===== config.mk =====
export PLATFORM = sky130hd
export DESIGN_NAME = perf_counter_bank
export DESIGN_NICKNAME = d
export VERILOG_FILES = /design/src/rtl/perf_counter_pkg.sv /design/src/rtl/perf_counter_channel.sv /design/src/rtl/perf_counter_bank.sv
export SDC_FILE = /design/constraint.sdc
export NUM_CORES = 1
export LEC_CHECK = 0
export ABC_CLOCK_PERIOD_IN_PS = 6860
export BUFFER_PORTS_ARGS = -buffer_cell sky130_fd_sc_hd__buf_4
export CELL_PAD_IN_SITES_DETAIL_PLACEMENT = 1
export CELL_PAD_IN_SITES_GLOBAL_PLACEMENT = 1
export CORE_ASPECT_RATIO = 0.6
export CORE_UTILIZATION = 25
export CTS_CLUSTER_SIZE = 14
export DETAILED_ROUTE_END_ITERATION = 8
export GPL_TIMING_DRIVEN = 0
export PLACE_DENSITY_LB_ADDON = 0.1
export SLEW_MARGIN = 20
export SYNTH_ARGS = -nofsm -noshare
export SYNTH_HDL_FRONTEND = slang
export SYNTH_SLANG_ARGS = --single-unit

===== constraint.sdc =====
create_clock -name CLK -period 6.86 [get_ports CLK]
set_clock_uncertainty 0.15 [all_clocks]
set_input_delay 0.686 -clock CLK [delete_from_list [all_inputs] [get_ports CLK]]
set_output_delay 0.686 -clock CLK [all_outputs]
set_load 0.05 [all_outputs]

===== src/rtl/perf_counter_pkg.sv =====
// Shared definitions for the performance counter bank.
package perf_counter_pkg;

  // Run-state encoding of the bank FSM
  typedef enum logic [1:0] {
    IDLE = 2'd0,
    RUN  = 2'd1,
    HALT = 2'd2
  } run_state_e;

  // Overflow handling modes
  localparam int unsigned MODE_WRAP = 0;
  localparam int unsigned MODE_SAT  = 1;

  // Channel-select width; a single channel still gets a 1-bit select
  function automatic int unsigned sel_width(input int unsigned n);
    return (n > 1) ? $clog2(n) : 1;
  endfunction

endpackage


===== src/rtl/perf_counter_channel.sv =====
// One live counter with sticky overflow flag and wrap/saturate handling.
module perf_counter_channel
  import perf_counter_pkg::*;
#(
  parameter int unsigned WIDTH    = 16,
  parameter int unsigned SATURATE = MODE_WRAP
) (
  input  logic             CLK,
  input  logic             Reset,
  input  logic             inc,
  input  logic             clear,
  output logic [WIDTH-1:0] count,
  output logic             overflow
);

  logic at_max;

  assign at_max = (count == '1);

  // Count update: reset and clear win over increment; overflow is sticky
  always_ff @(posedge CLK) begin
    if (Reset || clear) begin
      count    <= '0;
      overflow <= 1'b0;
    end else if (inc) begin
      if (at_max) begin
        overflow <= 1'b1;
        if (SATURATE == MODE_WRAP) begin
          count <= '0;
        end
      end else begin
        count <= count + 1'b1;
      end
    end
  end

endmodule


===== src/rtl/perf_counter_bank.sv =====
// Bank of NCH performance counters: run FSM, per-channel counters,
// snapshot shadow registers and a registered read mux.
module perf_counter_bank
  import perf_counter_pkg::*;
#(
  parameter int unsigned WIDTH    = 16,
  parameter int unsigned NCH      = 4,
  parameter int unsigned SATURATE = MODE_WRAP
) (
  input  logic                       CLK,
  input  logic                       Reset,
  input  logic                       Start,
  input  logic                       Stop,
  input  logic                       Clear,
  input  logic                       Snap,
  input  logic [NCH-1:0]             Event,
  input  logic [sel_width(NCH)-1:0]  RdSel,
  output logic [WIDTH-1:0]           RdData,
  output logic [NCH-1:0]             Overflow,
  output logic                       SnapValid,
  output logic                       Running
);

  localparam int unsigned SELW = sel_width(NCH);

  run_state_e       state;
  logic [NCH-1:0]   inc;
  logic [WIDTH-1:0] live   [NCH];
  logic [WIDTH-1:0] shadow [NCH];
  logic [WIDTH-1:0] rd_next;

  assign Running = (state == RUN);

  // Channel 0 is the cycle counter: its event bit is forced high
  assign inc = (Event | NCH'(1)) & {NCH{Running}};

  // Run FSM; simultaneous Start and Stop leave the state unchanged
  always_ff @(posedge CLK) begin
    if (Reset) begin
      state <= IDLE;
    end else begin
      case (state)
        IDLE, HALT: if (Start && !Stop) state <= RUN;
        RUN:        if (Stop && !Start) state <= HALT;
        default:    state <= IDLE;
      endcase
    end
  end

  for (genvar k = 0; k < NCH; k++) begin : g_ch
    perf_counter_channel #(
      .WIDTH    (WIDTH),
      .SATURATE (SATURATE)
    ) u_ch (
      .CLK      (CLK),
      .Reset    (Reset),
      .inc      (inc[k]),
      .clear    (Clear),
      .count    (live[k]),
      .overflow (Overflow[k])
    );
  end

  // Snapshot capture of pre-edge live values, plus the valid pulse
  always_ff @(posedge CLK) begin
    if (Reset) begin
      SnapValid <= 1'b0;
      for (int unsigned i = 0; i < NCH; i++) begin
        shadow[i] <= '0;
      end
    end else begin
      SnapValid <= Snap;
      if (Snap) begin
        for (int unsigned i = 0; i < NCH; i++) begin
          shadow[i] <= live[i];
        end
      end
    end
  end

  // Read mux; selects beyond the last channel yield zero
  always_comb begin
    rd_next = '0;
    for (int unsigned i = 0; i < NCH; i++) begin
      if (RdSel == SELW'(i)) begin
        rd_next = shadow[i];
      end
    end
  end

  // Registered read data
  always_ff @(posedge CLK) begin
    if (Reset) begin
      RdData <= '0;
    end else begin
      RdData <= rd_next;
    end
  end

endmodule


==> flow_metrics.tcl <==
set metrics [dict create \
    outcome "finished, final reports clean" \
    slew_viol_final 0 \
    clockBufferDepth 2 \
    diodes 0 \
    grt_antenna_before_repair 2 \
    cts_sinks 151 \
    holdPathStages 1 \
    fin_crit_sh 0.4260 \
    gr-total-overflow 0 \
    power_mw 2.022 \
    ys_types 47 \
    die_w_um 209.3 \
    cts-buffers-inserted 17 \
    worstSetupPathDepth 3 \
    slew-limit-headroom 0.3850 \
    syn_inst 572 \
    r2r_slack_ps 4380 \
    port_buffers 30 \
    clkTransAtPathRegs_ps 60 \
    syn_area_per_cell_um2 11.27 \
    crit_path_start_kind "flip-flop" \
    drc 0 \
    clk_latency_ps 430 \
    slowest_stage "dfxtp_1" \
    cts_tree "done" \
    hp-start "g_ch[3].u_ch.overflow" \
    layout_commonest_cell "dfxtp_1" \
    crit_fanout 9 \
    cp-end-kind "output pin" \
    r2r_cells 5 \
    cpLargestDelayFamily "flip-flops" \
    rr_startpoint "state[1]" \
    first_pass_iters 4 \
    synth_seq_cells 151 \
    setup_tns_ps 0 \
    power.leakage_nw 2.628 \
    critPathKind "reg -> out" \
    finish.net_count 638 \
    critPathMaxStageDelay_ps 750 \
    place_ws_ps 3883 \
    grt_first_pass_wirelength_mm 27.97 \
    start_util 0.2550 \
    h-tree-depth 4 \
    postCtsSetupRepairBufs 0 \
    fin_ws_ps 3938 \
    seq_area_frac_synth 0.5683 \
    hold_viol_final 0 \
    power_density_mw_per_mm2 262.6 \
    dpl.hpwl_mm 13.65 \
    cp_data_arrival_time_ps 2090 \
    routedWlPerCell_um 18.69 \
    coreArea_mm2 0.02528 \
    place_area_mm2 0.007106 \
    grt_pass1_vias 4489 \
    layout-drive-gt1-share 0.1591 \
    post-route-util 0.3046 \
    grt_max_degree 37 \
    crit_start "state[1]" \
    period_needed_ps 2922 \
    synth.net_count 588 \
    synth_edf_count 64 \
    ctsHoldBuffers 0 \
    ir_drop_mv 0.1413 \
    final-setup-viol-count 0 \
    tightestPinTransition_ps 919.1 \
    path_cells "nand2b_4 -> clkinv_1 -> buf_4" \
    cts-resized-gates 0 \
    yosys_warnings 0 \
    synth_ff_type "dfxtp_1" \
    worstPathRequired_ps 6020 \
    path_buf_inv 2 \
    clockRootBuffer "clkbuf_16" \
    rows 45 \
    vias 4378 \
    final_cell_mix "dfxtp_1, and2_1, edfxtp_1" \
    die_area_mm2 0.02645 \
    fmax_mhz 342.2 \
    die_y_um 126.4 \
    maxCapViolCount 0 \
    hold_path_class "reg -> reg" \
    wl_mm 18.01 \
    syn-cell-area_mm2 0.006446 \
    rsz0062_at_grt "false" \
    drtIter0Drc 255 \
    detail-route-antenna-nets 0 \
    final_area_mm2 0.007700 \
    area_delta_synth_final_pct 19.45 \
    avgViaCountPerCell 4.541 \
    gp_congestion 0.7966 \
    io_pins 34 \
    synthArstFlopShare 0 \
    grt_usage 0.1457 \
]
-- path summary, 6_finish.rpt --
| path | endpoint |
|---|---|
| worst max register to register | g_ch[1].u_ch.count[7] |
| worst min register to register | g_ch[3].u_ch.overflow |
| worst max-delay path | Running |
| worst min-delay path | g_ch[3].u_ch.overflow |
-- logic make-up after synthesis --
kind of cell / after synthesis / share of synthesized area
AND/OR/NAND/NOR: 270 / 0.2345
flip-flops: 151 / 0.5683
AO/OA/AOI/OAI: 45 / 0.04387
XOR/XNOR: 44 / 0.05978
buffers and inverters: 41 / 0.02834
multiplexers: 17 / 0.05745
adder cells (fa/ha/maj): 4 / 0.007764
-- final cells by class --
| cell class | count | area (um2) |
|---|---|---|
| flip-flops and latches | 151 | 3664 |
| plain buffers | 29 | 137.6 |
| multi-input cells | 380 | 2603 |
| well taps | 329 | 411.6 |
| fillers | 2746 | 17580 |
| inverters | 12 | 45.04 |
| clock buffers | 20 | 467.9 |
| repair buffers | 31 | 245.2 |
| clock inverters | 12 | 126.4 |
-- synthesized netlist by cell type, types with 2 or more instances --
library cell	number	share of area
inv_1	11	0.0064
o21a_1	2	0.0023
o31ai_1	2	0.0023
or2_2	6	0.0058
edfxtp_1	64	0.30
nor4_1	15	0.015
and3_1	3	0.0029
dfxtp_1	87	0.27
nand3b_1	2	0.0023
a31o_2	3	0.0041
a21oi_1	17	0.013
nand2b_1	2	0.0019
mux4_2	16	0.056
o21ai_0	10	0.0078
and4_1	2	0.0027
clkbuf_1	19	0.011
nor3_1	12	0.0093
buf_2	5	0.0039
nor2_1	59	0.034
xor2_1	11	0.015
and3b_1	3	0.0041
and2_1	64	0.062
xnor2_1	33	0.045
nand2_1	25	0.015
a31oi_1	3	0.0029
or4_1	6	0.0070
or3_1	10	0.0097
nand3_1	19	0.015
nand4_1	19	0.018
buf_4	4	0.0047
nor2b_1	18	0.017
nand4b_4	2	0.0074
ha_1	4	0.0078
-- sequential cells by signal, summed over array words and instances, names as in the netlist --
register and flops:
g_ch.u_ch.count 64, RdData 16, shadow 64, state 2, SnapValid 1, g_ch.u_ch.overflow 4
-- stage by stage --
step | hold WS, ps | instances
CTS | 329.9 | 964
floorplan | 288.0 | 572
detailed placement | 312.3 | 932
global placement | 304.5 | 931
finish | 320.9 | 964
global route | 344.6 | 964
-- where the power goes --
part           leakage (nW)  internal, mW  switching, mW
combinational         0.928        0.0361         0.0671
clock                 0.292         0.565          0.382
sequential             1.41         0.959         0.0130
total                  2.63          1.56          0.462
-- metal layers --
layer,share of wire,vias to the layer above,GRT usage,wire [um]
met5,0,-,0,0
met4,0.0074,0,0.03676,133
met3,0.039,8,0.04283,702
met2,0.41,59,0.1988,7304
met1,0.55,2186,0.2202,9874
li1,-,2125,-,-
Power figures use the tool's default switching activity.
